**src/rtl/cordic_host_if.sv**
```systemverilog
// Request, engine (c_if) and response signals around cordic_host.
// master = cordic_host view; slave = the surrounding bus adapter / engine / consumer.
interface cordic_host_if #(
  parameter int WIDTH = 32,
  parameter int TAG_W = 4
);
  logic             req_valid;
  logic             req_ready;
  logic             req_mode;
  logic [WIDTH-1:0] req_x;
  logic [WIDTH-1:0] req_y;
  logic [WIDTH-1:0] req_z;
  logic [TAG_W-1:0] req_tag;

  logic             c_valid_in;
  logic             c_mode;
  logic [WIDTH-1:0] c_x;
  logic [WIDTH-1:0] c_y;
  logic [WIDTH-1:0] c_z;
  logic             c_valid_out;
  logic [WIDTH-1:0] c_cos;
  logic [WIDTH-1:0] c_sin;
  logic [WIDTH-1:0] c_tan_in;

  logic             rsp_valid;
  logic             rsp_ready;
  logic [WIDTH-1:0] rsp_a;
  logic [WIDTH-1:0] rsp_b;
  logic             rsp_mode;
  logic [TAG_W-1:0] rsp_tag;
  logic             rsp_err;

  modport master (
    input  req_valid, req_mode, req_x, req_y, req_z, req_tag,
    output req_ready,
    output c_valid_in, c_mode, c_x, c_y, c_z,
    input  c_valid_out, c_cos, c_sin, c_tan_in,
    output rsp_valid, rsp_a, rsp_b, rsp_mode, rsp_tag, rsp_err,
    input  rsp_ready
  );

  modport slave (
    output req_valid, req_mode, req_x, req_y, req_z, req_tag,
    input  req_ready,
    input  c_valid_in, c_mode, c_x, c_y, c_z,
    output c_valid_out, c_cos, c_sin, c_tan_in,
    input  rsp_valid, rsp_a, rsp_b, rsp_mode, rsp_tag, rsp_err,
    output rsp_ready
  );
endinterface

```
**src/rtl/cordic_host.sv**
```systemverilog
// Initiator for the iterative CORDIC engine: request FIFO, one-at-a-time issue,
// result capture with timeout, and a held ready/valid response.
//
//   state | meaning
//   IDLE  | waiting for a queued request; pops head into c_* registers
//   ISSUE | c_valid_in pulse (one cycle), timer cleared
//   WAIT  | timer running; capture on c_valid_out or error at TIMEOUT
//   HOLD  | rsp_valid high until rsp_ready
module cordic_host #(
  parameter int WIDTH      = 32,
  parameter int NUM_STAGES = 13,
  parameter int DEPTH      = 4,
  parameter int TIMEOUT    = NUM_STAGES + 3,
  parameter int TAG_W      = 4
) (
  input  logic          clk,
  input  logic          rst,
  cordic_host_if.master bus,
  output logic          spurious
);

  localparam int AW = $clog2(DEPTH);
  localparam int CW = AW + 1;
  localparam int TW = $clog2(TIMEOUT + 1);

  typedef enum logic [1:0] {IDLE, ISSUE, WAIT, HOLD} state_t;

  typedef struct packed {
    logic             mode;
    logic [WIDTH-1:0] x;
    logic [WIDTH-1:0] y;
    logic [WIDTH-1:0] z;
    logic [TAG_W-1:0] tag;
  } req_t;

  state_t           state_q, state_d;
  req_t             fifo_q [DEPTH];
  logic [AW-1:0]    wr_ptr, rd_ptr;
  logic [CW-1:0]    count;
  logic [TW-1:0]    timer;
  logic             c_mode_q;
  logic [WIDTH-1:0] c_x_q, c_y_q, c_z_q;
  logic [TAG_W-1:0] cur_tag;
  logic [WIDTH-1:0] rsp_a_q, rsp_b_q;
  logic             rsp_mode_q, rsp_err_q;
  logic [TAG_W-1:0] rsp_tag_q;
  logic             push, pop, capture, time_out;
  logic             empty, full;
  req_t             head;

  assign empty = (count == '0);
  assign full  = (count == CW'(DEPTH));
  assign head  = fifo_q[rd_ptr];

  // Ready is held low while reset is asserted so no push is lost to the flush.
  assign bus.req_ready = !rst && !full;
  assign push          = bus.req_valid && bus.req_ready;

  assign bus.c_valid_in = (state_q == ISSUE);
  assign bus.c_mode     = c_mode_q;
  assign bus.c_x        = c_x_q;
  assign bus.c_y        = c_y_q;
  assign bus.c_z        = c_z_q;

  assign bus.rsp_valid  = (state_q == HOLD);
  assign bus.rsp_a      = rsp_a_q;
  assign bus.rsp_b      = rsp_b_q;
  assign bus.rsp_mode   = rsp_mode_q;
  assign bus.rsp_tag    = rsp_tag_q;
  assign bus.rsp_err    = rsp_err_q;

  always_comb begin
    state_d  = state_q;
    pop      = 1'b0;
    capture  = 1'b0;
    time_out = 1'b0;
    case (state_q)
      IDLE: begin
        if (!empty) begin
          pop     = 1'b1;
          state_d = ISSUE;
        end
      end
      ISSUE: state_d = WAIT;
      WAIT: begin
        // A strobe on the timeout cycle wins over the error.
        if (bus.c_valid_out) begin
          capture = 1'b1;
          state_d = HOLD;
        end else if (timer == TW'(TIMEOUT)) begin
          time_out = 1'b1;
          state_d  = HOLD;
        end
      end
      HOLD: begin
        if (bus.rsp_ready) state_d = IDLE;
      end
      default: state_d = IDLE;
    endcase
  end

  always_ff @(posedge clk) begin
    if (rst) state_q <= IDLE;
    else     state_q <= state_d;
  end

  always_ff @(posedge clk) begin
    if (push) fifo_q[wr_ptr] <= '{mode: bus.req_mode, x: bus.req_x, y: bus.req_y,
                                  z: bus.req_z, tag: bus.req_tag};
  end

  always_ff @(posedge clk) begin
    if (rst) begin
      wr_ptr     <= '0;
      rd_ptr     <= '0;
      count      <= '0;
      timer      <= '0;
      c_mode_q   <= 1'b0;
      c_x_q      <= '0;
      c_y_q      <= '0;
      c_z_q      <= '0;
      cur_tag    <= '0;
      rsp_a_q    <= '0;
      rsp_b_q    <= '0;
      rsp_mode_q <= 1'b0;
      rsp_tag_q  <= '0;
      rsp_err_q  <= 1'b0;
      spurious   <= 1'b0;
    end else begin
      if (push) wr_ptr <= wr_ptr + AW'(1);
      if (pop) begin
        rd_ptr   <= rd_ptr + AW'(1);
        c_mode_q <= head.mode;
        c_x_q    <= head.x;
        c_y_q    <= head.y;
        c_z_q    <= head.z;
        cur_tag  <= head.tag;
      end
      count <= count + CW'(push) - CW'(pop);

      if (state_q == ISSUE)     timer <= '0;
      else if (state_q == WAIT) timer <= timer + TW'(1);

      if (capture) begin
        rsp_a_q    <= c_mode_q ? bus.c_cos : bus.c_tan_in;
        rsp_b_q    <= c_mode_q ? bus.c_sin : '0;
        rsp_err_q  <= 1'b0;
        rsp_mode_q <= c_mode_q;
        rsp_tag_q  <= cur_tag;
      end else if (time_out) begin
        rsp_a_q    <= '0;
        rsp_b_q    <= '0;
        rsp_err_q  <= 1'b1;
        rsp_mode_q <= c_mode_q;
        rsp_tag_q  <= cur_tag;
      end

      if (bus.c_valid_out && state_q != WAIT) spurious <= 1'b1;
    end
  end

endmodule

```
**src/flat_wrapper.sv**
```systemverilog
// flat-port wrapper written by rule: the top's interface ports become plain ports
module cordic_host_flat 
#(
  parameter int WIDTH      = 32,
  parameter int NUM_STAGES = 13,
  parameter int DEPTH      = 4,
  parameter int TIMEOUT    = NUM_STAGES + 3,
  parameter int TAG_W      = 4
)
  (clk, rst, spurious, bus_req_valid, bus_req_mode, bus_req_x, bus_req_y, bus_req_z, bus_req_tag, bus_req_ready, bus_c_valid_in, bus_c_mode, bus_c_x, bus_c_y, bus_c_z, bus_c_valid_out, bus_c_cos, bus_c_sin, bus_c_tan_in, bus_rsp_valid, bus_rsp_a, bus_rsp_b, bus_rsp_mode, bus_rsp_tag, bus_rsp_err, bus_rsp_ready);
  cordic_host_if #(.WIDTH(WIDTH), .TAG_W(TAG_W)) bus_i ();
  input  logic clk;
  input  logic rst;
  output logic spurious;
  input wire logic [$bits(bus_i.req_valid)-1:0] bus_req_valid;
  input wire logic [$bits(bus_i.req_mode)-1:0] bus_req_mode;
  input wire logic [$bits(bus_i.req_x)-1:0] bus_req_x;
  input wire logic [$bits(bus_i.req_y)-1:0] bus_req_y;
  input wire logic [$bits(bus_i.req_z)-1:0] bus_req_z;
  input wire logic [$bits(bus_i.req_tag)-1:0] bus_req_tag;
  output wire logic [$bits(bus_i.req_ready)-1:0] bus_req_ready;
  output wire logic [$bits(bus_i.c_valid_in)-1:0] bus_c_valid_in;
  output wire logic [$bits(bus_i.c_mode)-1:0] bus_c_mode;
  output wire logic [$bits(bus_i.c_x)-1:0] bus_c_x;
  output wire logic [$bits(bus_i.c_y)-1:0] bus_c_y;
  output wire logic [$bits(bus_i.c_z)-1:0] bus_c_z;
  input wire logic [$bits(bus_i.c_valid_out)-1:0] bus_c_valid_out;
  input wire logic [$bits(bus_i.c_cos)-1:0] bus_c_cos;
  input wire logic [$bits(bus_i.c_sin)-1:0] bus_c_sin;
  input wire logic [$bits(bus_i.c_tan_in)-1:0] bus_c_tan_in;
  output wire logic [$bits(bus_i.rsp_valid)-1:0] bus_rsp_valid;
  output wire logic [$bits(bus_i.rsp_a)-1:0] bus_rsp_a;
  output wire logic [$bits(bus_i.rsp_b)-1:0] bus_rsp_b;
  output wire logic [$bits(bus_i.rsp_mode)-1:0] bus_rsp_mode;
  output wire logic [$bits(bus_i.rsp_tag)-1:0] bus_rsp_tag;
  output wire logic [$bits(bus_i.rsp_err)-1:0] bus_rsp_err;
  input wire logic [$bits(bus_i.rsp_ready)-1:0] bus_rsp_ready;
  assign bus_i.req_valid = bus_req_valid;
  assign bus_i.req_mode = bus_req_mode;
  assign bus_i.req_x = bus_req_x;
  assign bus_i.req_y = bus_req_y;
  assign bus_i.req_z = bus_req_z;
  assign bus_i.req_tag = bus_req_tag;
  assign bus_req_ready = bus_i.req_ready;
  assign bus_c_valid_in = bus_i.c_valid_in;
  assign bus_c_mode = bus_i.c_mode;
  assign bus_c_x = bus_i.c_x;
  assign bus_c_y = bus_i.c_y;
  assign bus_c_z = bus_i.c_z;
  assign bus_i.c_valid_out = bus_c_valid_out;
  assign bus_i.c_cos = bus_c_cos;
  assign bus_i.c_sin = bus_c_sin;
  assign bus_i.c_tan_in = bus_c_tan_in;
  assign bus_rsp_valid = bus_i.rsp_valid;
  assign bus_rsp_a = bus_i.rsp_a;
  assign bus_rsp_b = bus_i.rsp_b;
  assign bus_rsp_mode = bus_i.rsp_mode;
  assign bus_rsp_tag = bus_i.rsp_tag;
  assign bus_rsp_err = bus_i.rsp_err;
  assign bus_i.rsp_ready = bus_rsp_ready;
  cordic_host #(.WIDTH(WIDTH), .NUM_STAGES(NUM_STAGES), .DEPTH(DEPTH), .TIMEOUT(TIMEOUT), .TAG_W(TAG_W)) u_core (.clk(clk), .rst(rst), .bus(bus_i), .spurious(spurious));
endmodule
```
**config.mk**
```make
export PLATFORM = sky130hd
export DESIGN_NAME = cordic_host_flat
export DESIGN_NICKNAME = d
export VERILOG_FILES = /design/src/rtl/cordic_host_if.sv /design/src/rtl/cordic_host.sv /design/src/flat_wrapper.sv
export SDC_FILE = /design/constraint.sdc
export NUM_CORES = 1
export LEC_CHECK = 0
export CAP_MARGIN = 10
export CORE_MARGIN = 8
export CORE_UTILIZATION = 35
export CTS_CLUSTER_SIZE = 25
export DETAILED_ROUTE_END_ITERATION = 12
export PLACE_DENSITY = 0.59
export SETUP_SLACK_MARGIN = 0.4
export SYNTH_ARGS = -nofsm -noshare
export SYNTH_HDL_FRONTEND = slang
export SYNTH_SLANG_ARGS = --single-unit
```
**constraint.sdc**
```tcl
create_clock -name clk -period 4.53 [get_ports clk]
set_clock_uncertainty 0.1 [all_clocks]
set_input_delay 0.6795 -clock clk [delete_from_list [all_inputs] [get_ports clk]]
set_output_delay 0.6795 -clock clk [all_outputs]
set_load 0.05 [all_outputs]
```
---- Word level (Yosys, flattened, before mapping) ----
Memory sizes are Yosys's and may differ from the RTL's. A register that Yosys moved wholly into a read port is not among the register bits.
Index checks and enable logic that the tools add are counted.
storage, ports and cells
  output and inout bits ................... 171
  logic and storage cells ................. 60
  flip-flop bits (word level) ............. 85
  input bits .............................. 202
  RAM bits ................................ 404
  memories ................................ 1
memory list
  name           words  width  read ports  clocked after Yosys merged registers in  write ports  RTL line           RTL
  u_core.fifo_q  4      101    1           1                                        1            cordic_host.sv:37  req_t fifo_q [DEPTH];
operators by class
  eq/ne operators ......................... 9
  muxes and demuxes ....................... 23
  reductions and logical operators ........ 11
  add/sub/neg operators ................... 5
operator list
  operator               count
  $mux W32               5
  $mux W1                11
  $mux W2                4
  $mux W4                2
  $pmux W2 S4            1
  $add A5 B1 Y5 const B  1
  $eq A5 B5 Y1 const B   1
  $add A2 B1 Y2 const B  2
  $eq A2 B2 Y1 const B   2
  $ne A2 B2 Y1 const B   2
  $reduce_or A2 Y1       2
  $add A3 B1 Y3          1
  $eq A3 B3 Y1 const B   1
  $logic_and A1 B1 Y1    3
  $logic_not A3 Y1       1
  $ne A3 B2 Y1 const B   1
  $reduce_and A3 Y1      1
  $sub A3 B1 Y3          1
  $eq A2 B1 Y1 const B   1
  $logic_not A1 Y1       2
  $logic_not A2 Y1       1
  $ne A2 B1 Y1 const B   1
  $reduce_bool A2 Y1     1

---- Longest topological paths before layout ----
Gate-level depths: netlist of the first run.
  depth after elaboration ................. 6
  mapped depth ............................ 12

---- Worst setup path after synthesis of the first run ----
OpenSTA, ideal clock, no wires.
  path kind ............................... input to register
  from .................................... input rst
  to ...................................... memory u_core.fifo_q[1][0] (netlist bit), enable pin
  required time ........................... 3.959 ns
  library setup time ...................... 0.471 ns
  arrival time ............................ 3.597 ns
  stages on the path ...................... 3
  path buffers ............................ 1
  setup slack ............................. 0.362 ns
  cells stage by stage .................... buf_2 -> nor3b_2 -> and2_1
between the ends
  cells in the longest elaborated chain, start to end .. 5
ends and longest elaborated chain
  what                           RTL line            RTL
  from (decl)                    flat_wrapper.sv:13  input logic rst;
  $logic_not A1 Y1               cordic_host.sv:56   assign bus.req_ready = !rst && !full;
  $logic_and A1 B1 Y1            cordic_host.sv:56
  $logic_and A1 B1 Y1            cordic_host.sv:57   assign push = bus.req_valid && bus.req_ready;
  $mux W1                        cordic_host.sv:108  if (push) fifo_q[wr_ptr] <= '{mode: bus.req_mode, x: bus.req_x, y: bus.req_y,
  $mux W1 (implied by the code)  cordic_host.sv:108
  to (decl)                      cordic_host.sv:37
No other way between the ends.

---- Final worst setup path of the first run ----
  from .................................... input rst
  to ...................................... output bus_req_ready
between the ends
  cells in the longest elaborated chain, start to end .. 2
ends and longest elaborated chain
  what                 RTL line            RTL
  $logic_not A1 Y1     cordic_host.sv:56
  $logic_and A1 B1 Y1  cordic_host.sv:56
  to (decl)            flat_wrapper.sv:21  output wire logic [$bits(bus_i.req_ready)-1:0] bus_req_ready;
No other way between the ends.

==> reports/qor.csv, run 1 <==
stage,metric,value,unit
placement,place_ws,1120,ps
die,dieWidth,262,µm
clocking,clock-root-buffer,clkbuf_16,
outcome,outcome,completed,
finish,syn2layout_area_growth,31.7,%
timing,timing.final.crit_period,3360,ps
die,initial_core_util,35.2,%
placement,port_buffers,372,
die,die_h,262,µm
routing,routedWlPerCell,22.4,µm
timing,slew-limit-headroom,38.3,%
critical_path,cpMostUsedCell,clkdlybuf4s50_1,
synthesis,post-synth-top-count-cell,edfxtp_1,
synthesis,syn_avg_cell_area,19.5,µm²
min_path,min_to,u_core.bus.rsp_tag[1],
synthesis,synth_area_leader_cell,edfxtp_1,
clocking,worstSkewPairLatency,630,ps
synthesis,synthCells,1088,
critical_path,reg2reg_from,u_core.state_q[0],
timing,grt_setup_unrepaired,false,
clocking,post_cts_resized,0,
timing,finalMaxSlewViolations,0,
global_routing,grt_max_degree,79,
power_and_ir_drop,leakagePower,9.25,nW
timing,min_period_over_period,74.3,%
global_routing,grt_pass1_wl,76100,µm
synthesis,synth_edf_count,404,
timing,fmax,0.297,GHz
placement,place_hpwl,33200,µm
finish,fin_cells,2306,
min_path,hold_class,reg2reg,
critical_path,cp-end-kind,output port,
critical_path,critPathKind,in2out,
die,core,60100,µm²
timing,finalSetupViolations,0,
min_path,hold_depth,2,
timing,setup_slack,1170,ps
clocking,cts_max_level,2,
placement,dp_cells,2191,
clocking,cts-buffers-inserted,60,
clocking,cts_sinks,590,
critical_path,path_buf_inv,3,
routing,drt_wl_total,51700,µm
synthesis,ys.flop_type,edfxtp_1,
global_routing,grt_pass1_vias,12200,
critical_path,critPathLaunchType,input pin,
routing,routed.top_layer,met5,
timing,tns,0,ps
critical_path,path_delay_family,buffers and inverters,
finish,final_nets,1686,
critical_path,worstPathArrival,2590,ps
synthesis,synthTopCellsByArea,"edfxtp_1 (57%), dfxtp_1 (18%), mux4_2 (11%)",
synthesis,synth-seq-cells,590,
placement,placed_area,25800,µm²
synthesis,postSynth.asyncResetShare,0,%
clocking,postCtsSetupRepairBufs,0,
critical_path,crit_chain,clkdlybuf4s50_1 > buf_4 > nor2_1 > clkdlybuf4s50_1,
synthesis,yosys.area.top_type_share,57.3,%
placement,gp_congestion,0.783,
global_routing,grt.overflow.total,0,
die,dieArea,68600,µm²
synthesis,synth_area,21200,µm²
critical_path,max_stage_delay,850,ps
clocking,hold_buffers,0,
routing,drt_first_pass_iters,4,
critical_path,cp_slowest_cell,clkdlybuf4s50_1,
global_routing,antenna_found_initial,9,
timing,hold_slack,360,ps
finish,nFillCells,5131,
critical_path,cp.required,3750,ps
critical_path,ff2ff_setup_slack,1770,ps
job,drv_cap,0,
clocking,cts_max_path_buffers,3,
timing,worst_pin_slew,926,ps
power_and_ir_drop,peakVddDrop,0.000561,V
synthesis,synth_warnings,0,
routing,dr_wl_met2,25100,µm
die,rows,90,
critical_path,critPathMaxFanout,11,
timing,finalHoldViolCount,0,
routing,vias,11500,
routing,drc,0,
power_and_ir_drop,p_per_area,606,nW/µm²
min_path,holdCritStartpoint,u_core.bus.rsp_tag[1],
routing,wl_met3,4700,µm
routing,drt-initial-drc-count,663,
finish,drive_gt1_share,18.0,%
routing,viasPerCell,4.97,
critical_path,r2r_cells,11,
routing,met1_length,20900,µm
critical_path,r2r_end,u_core.count[2],
finish,postLayoutCellArea,27900,µm²
synthesis,ys_top_cells_by_count,"edfxtp_1 (404), dfxtp_1 (186), mux4_2 (101)",
routing,ant_nets,0,
die,boundaryPins,373,
synthesis,synth_cell_types,41,
global_routing,grt.total_usage,14.5,%
clocking,cts_tree,built,
synthesis,yosysSeqAreaShare,74.9,%
clocking,cts.reportedPaths.clkPinSlew,60,ps
synthesis,syn-num-nets,1303,
==> area by class of cell <==
cell class / count / area (µm²) / share of cell area (%)
Sequential cell: 590 / 15900 / 56.9
Multi-Input combinational cell: 413 / 4850 / 17.4
Timing Repair Buffer: 394 / 4050 / 14.5
Clock buffer: 76 / 1650 / 5.93
Tap cell: 782 / 978 / 3.51
Clock inverter: 37 / 430 / 1.54
Inverter: 12 / 45.0 / 0.162
Antenna cell: 2 / 5.00 / 0.0180
==> logic make-up (layout without fill, tap and decap cells) <==
logic type	Yosys count	in the layout	share of synthesized area, %
mux	142	142	12.7
compound gates	173	173	7.30
simple gates	78	78	1.74
buf+inv	85	519	2.29
flops	590	590	74.9
other cells	0	2	0
fa+ha+maj	13	13	0.804
xor+xnor	7	7	0.290
==> worst register-to-register path, stage by stage (launching register included) <==
cell and delay (ps):
dfxtp_1 320, inv_1 110, ha_1 250, o31a_1 480, ha_1 320, inv_1 50
ha_1 130, inv_1 60, fa_1 420, xor2_1 170, and2_1 160, nor3_1 120
==> state kept, by name, indices dropped and copies added (netlist names), 3 cells and up <==
register	flops
u_core.bus.rsp_tag	4
u_core.timer	5
u_core.cur_tag	4
u_core.bus.c_x	32
u_core.bus.c_z	32
u_core.fifo_q	404
u_core.bus.rsp_b	32
u_core.bus.rsp_a	32
u_core.count	3
u_core.bus.c_y	32
==> report_power, final <==
part	switching, mW	total (mW)	internal (mW)
registers	0.471	6.95	6.48
clock network	2.12	5.08	2.95
logic	2.93	4.87	1.94
total	5.52	16.9	11.4
==> cell usage in the layout (no fill, tap or decap), drive strengths merged, types with 2 or more instances in the layout <==
cell type and count:
edfxtp 404, clkdlybuf4s50 372, dfxtp 186, mux4 101, a22o 97, clkbuf 76
nor2 42, mux2i 40, a32o 32, a31o 32, buf 22, clkinv 21
inv 15, nand2 14, ha 12, clkinvlp 7, nor3 6, bufinv 6
and2 6, xor2 5, o2bb2ai 4, diode 2, nand2b 2, nand4 2
xnor2 2, a21oi 2, nor3b 2
==> how the worst max path moves through the flow <==
stage / startpoint / endpoint / slack [ps] / cells after the start
3_5_place_dp: rst / u_core.fifo_q[2][11] / 1120 / 4
3_3_place_gp: rst / bus_req_ready / 1220 / 4
5_1_grt: rst / bus_req_ready / 1080 / 4
6_report: rst / bus_req_ready / 1170 / 4
2_1_floorplan: rst / u_core.fifo_q[0][0] / 1460 / 3
4_1_cts: rst / bus_req_ready / 1140 / 4
==> per-layer routing <==
metal  track usage [%]  vias up
met5                 0        -
met4              3.27       14
met3              4.97       72
met2              24.7      381
met1              17.7     5810
li1                  -     5195
==> per-stage QoR <==
step                power [mW]  util, %
floorplan                 10.3        -
global placement          12.0     42.9
global route              17.6     46.4
finish                    16.9     46.4
CTS                       17.2     46.4
detailed placement        12.0     42.9
(Power assumes the default switching activity.)
==> inputs of run 2 (changes only) <==
==> constraint.sdc (replaced) <==
create_clock -name clk -period 3.3 [get_ports clk]
set_clock_uncertainty 0.1 [all_clocks]
set_input_delay 0.495 -clock clk [delete_from_list [all_inputs] [get_ports clk]]
set_output_delay 0.495 -clock clk [all_outputs]
set_load 0.05 [all_outputs]
==> reports/qor.csv, run 2 (synthesis gave the netlist of run 1 again) <==
stage,metric,value,unit,change
critical_path,r2r_cells,12,,was 11
critical_path,critPathMaxFanout,6,,was 11
timing,grt_setup_unrepaired,false,,unchanged
global_routing,grt.total_usage,14.9,%,was 14.5%
finish,multi_input_area,4850,µm²,unchanged
timing,slew-limit-headroom,26.3,%,was 38.3%
finish,drive_gt1_share,18.2,%,was 18.0%
routing,routedWlPerCell,22.6,µm,was 22.4 µm
routing,routed.top_layer,met5,,unchanged
finish,register_area,15900,µm²,unchanged
power_and_ir_drop,p_int,16.1,mW,was 11.4 mW
die,dieWidth,262,µm,unchanged
finish,postLayoutCellArea,28100,µm²,was 27900 µm²
routing,wl_met3,5420,µm,was 4700 µm
finish,top_register,u_core.fifo_q,,unchanged
die,boundaryPins,373,,unchanged
routing,viasPerCell,4.98,,was 4.97
global_routing,grt.overflow.total,0,,unchanged
placement,place_hpwl,32700,µm,was 33200 µm
routing,dr_wl_met2,25300,µm,was 25100 µm
critical_path,path_buf_inv,2,,was 3
clocking,cts_max_path_buffers,3,,unchanged
clocking,cts_tree,built,,unchanged
timing,worst_pin_slew,1110,ps,was 926 ps
clocking,worstSkewPairLatency,590,ps,was 630 ps
global_routing,grt_max_degree,98,,was 79
critical_path,cp.required,2700,ps,was 3750 ps
critical_path,critPathKind,reg2out,,was in2out
timing,finalHoldViolCount,0,,unchanged
routing,ant_nets,0,,unchanged
global_routing,grt_pass1_vias,12300,,was 12200
finish,nFillCells,5170,,was 5131
power_and_ir_drop,p_comb_share,28.4,%,was 28.8%
placement,placed_area,25800,µm²,about the same
clocking,cts_sinks,590,,unchanged
timing,finalSetupViolations,0,,unchanged
die,rows,90,,unchanged
die,dieArea,68600,µm²,unchanged
critical_path,path_delay_family,buffers and inverters,,unchanged
routing,drc,0,,unchanged
critical_path,max_stage_delay,900,ps,was 850 ps
placement,dp_cells,2196,,was 2191
critical_path,critPathLaunchType,register,,was input pin
critical_path,reg2reg_from,u_core.state_q[0],,unchanged
critical_path,ff2ff_setup_slack,810,ps,was 1770 ps
critical_path,r2r_end,u_core.count[2],,unchanged
timing,hold_slack,362,ps,was 360 ps
timing,min_period_over_period,84.1,%,
die,initial_core_util,35.2,%,unchanged
finish,fin_cells,2320,,was 2306
routing,met1_length,20800,µm,was 20900 µm
critical_path,worstPathArrival,2180,ps,was 2590 ps
finish,final_nets,1697,,was 1686
clocking,post_cts_resized,0,,unchanged
critical_path,crit_start,u_core.state_q[1],,was rst
routing,drt-initial-drc-count,642,,was 663
critical_path,path_depth,3,,was 4
power_and_ir_drop,finalPower,23.7,mW,was 16.9 mW
die,die_h,262,µm,unchanged
power_and_ir_drop,p_sw,7.62,mW,was 5.52 mW
critical_path,crit_chain,inv_1 > ha_1 > clkdlybuf4s50_1,,was clkdlybuf4s50_1 > buf_4 > nor2_1 > clkdlybuf4s50_1
power_and_ir_drop,p_clk_share,31.4,%,was 30.0%
power_and_ir_drop,leakagePower,9.38,nW,was 9.25 nW
placement,port_buffers,372,,unchanged
finish,largest_reg_flops,404,,unchanged
min_path,hold_class,reg2reg,,unchanged
power_and_ir_drop,peakVddDrop,0.000678,V,was 0.000561 V
timing,timing.final.crit_period,2770,ps,
clocking,clock-root-buffer,clkbuf_16,,unchanged
power_and_ir_drop,switching_share,32.1,%,was 32.7%
finish,mostFrequentLayoutCells,"edfxtp_1 (404), clkdlybuf4s50_1 (371), dfxtp_1 (183)",,"was edfxtp_1 (404), clkdlybuf4s50_1 (372), dfxtp_1 (183)"
outcome,outcome,completed,,unchanged
job,drv_cap,0,,unchanged
power_and_ir_drop,p_seq_share,40.2,%,was 41.1%
clocking,cts-buffers-inserted,66,,was 60
timing,tns,0,ps,unchanged
global_routing,grt_pass1_wl,77100,µm,was 76100 µm
clocking,postCtsSetupRepairBufs,0,,unchanged
placement,gp_congestion,0.792,,was 0.783
clocking,hold_buffers,0,,unchanged
finish,layout.cells.most_common,edfxtp_1,,unchanged
critical_path,cp_slowest_cell,clkdlybuf4s50_1,,unchanged
finish,syn2layout_area_growth,32.6,%,was 31.7%
critical_path,crit_path_end,bus_c_valid_in,,was bus_req_ready
critical_path,cp-end-kind,output port,,unchanged
power_and_ir_drop,p_per_area,844,nW/µm²,was 606 nW/µm²
die,core,60100,µm²,unchanged
timing,finalMaxSlewViolations,0,,unchanged
timing,fmax,0.360,GHz,
clocking,cts_max_level,3,,was 2
routing,drt_first_pass_iters,5,,was 4
routing,vias,11600,,was 11500
clocking,cts.reportedPaths.clkPinSlew,50,ps,was 60 ps
global_routing,antenna_found_initial,12,,was 9
routing,drt_wl_total,52500,µm,was 51700 µm
run 2: cell types whose count changed in the layout (fill, tap and decap cells not counted), sizes merged:
| cell | change |
|---|---|
| clkdlybuf4s50 | -1 |
| buf | +6 |
| clkinvlp | -5 |
| clkbuf | +17 |
| bufinv | -2 |
| clkinv | -1 |
run 2: how the worst min path moves through the flow:
stage / startpoint / end / slack, ps / depth (start not counted)
final: u_core.bus.rsp_mode / u_core.bus.rsp_mode / 360 / 2
after global routing: bus_c_sin[23] / u_core.bus.rsp_b[23] / 380 / 2
after CTS: u_core.bus.rsp_mode / u_core.bus.rsp_mode / 360 / 2
after detailed placement: u_core.bus.rsp_mode / u_core.bus.rsp_mode / 360 / 2
after global placement: u_core.bus.rsp_mode / u_core.bus.rsp_mode / 350 / 2
after floorplan: u_core.cur_tag[0] / u_core.bus.rsp_tag[0] / 340 / 2
run 2: area by class of cell:
cell class / count / share of cell area, %
clock inverter: 29 / 1.03
sequential: 590 / 56.5
timing repair buffer: 399 / 14.5
tap: 782 / 3.48
clock buffer: 93 / 7.00
antenna: 2 / 0.0178
inverter: 12 / 0.160
multi-input combinational: 413 / 17.3
run 2: metal layers:
| metal | GRT usage, % | up-vias |
|---|---|---|
| met5 | 0 | - |
| met4 | 3.94 | 20 |
| met3 | 5.96 | 84 |
| met2 | 25.0 | 403 |
| met1 | 17.6 | 5824 |
| li1 | - | 5228 |
run 2: worst reg2reg max path: stages (launching register included):
cell and delay, ps:
dfxtp_1 350, inv_1 80, ha_1 240, o31a_1 120
buf_4 170, ha_1 290, inv_1 50, ha_1 140
inv_1 50, fa_1 400, xor2_1 160, and2_1 160
nor3_1 110
run 2: metrics by stage:
| stage | util, % | setup slack, ps |
|---|---|---|
| 2_1_floorplan | - | 419 |
| 3_3_place_gp | 42.9 | 636 |
| 3_5_place_dp | 42.9 | 599 |
| 4_1_cts | 46.7 | 484 |
| 5_1_grt | 46.7 | 413 |
| 6_report | 46.7 | 526 |
run 2: power by group through the flow:
stage                     clock network [mW]  logic (mW)  registers, mW
after global routing                    7.97        7.11           9.64
final                                   7.44        6.73           9.53
after CTS                               7.70        6.87           9.55
after global placement                     0        6.82           9.68
after floorplan                            0        2.66           11.4
after detailed placement                   0        6.84           9.68
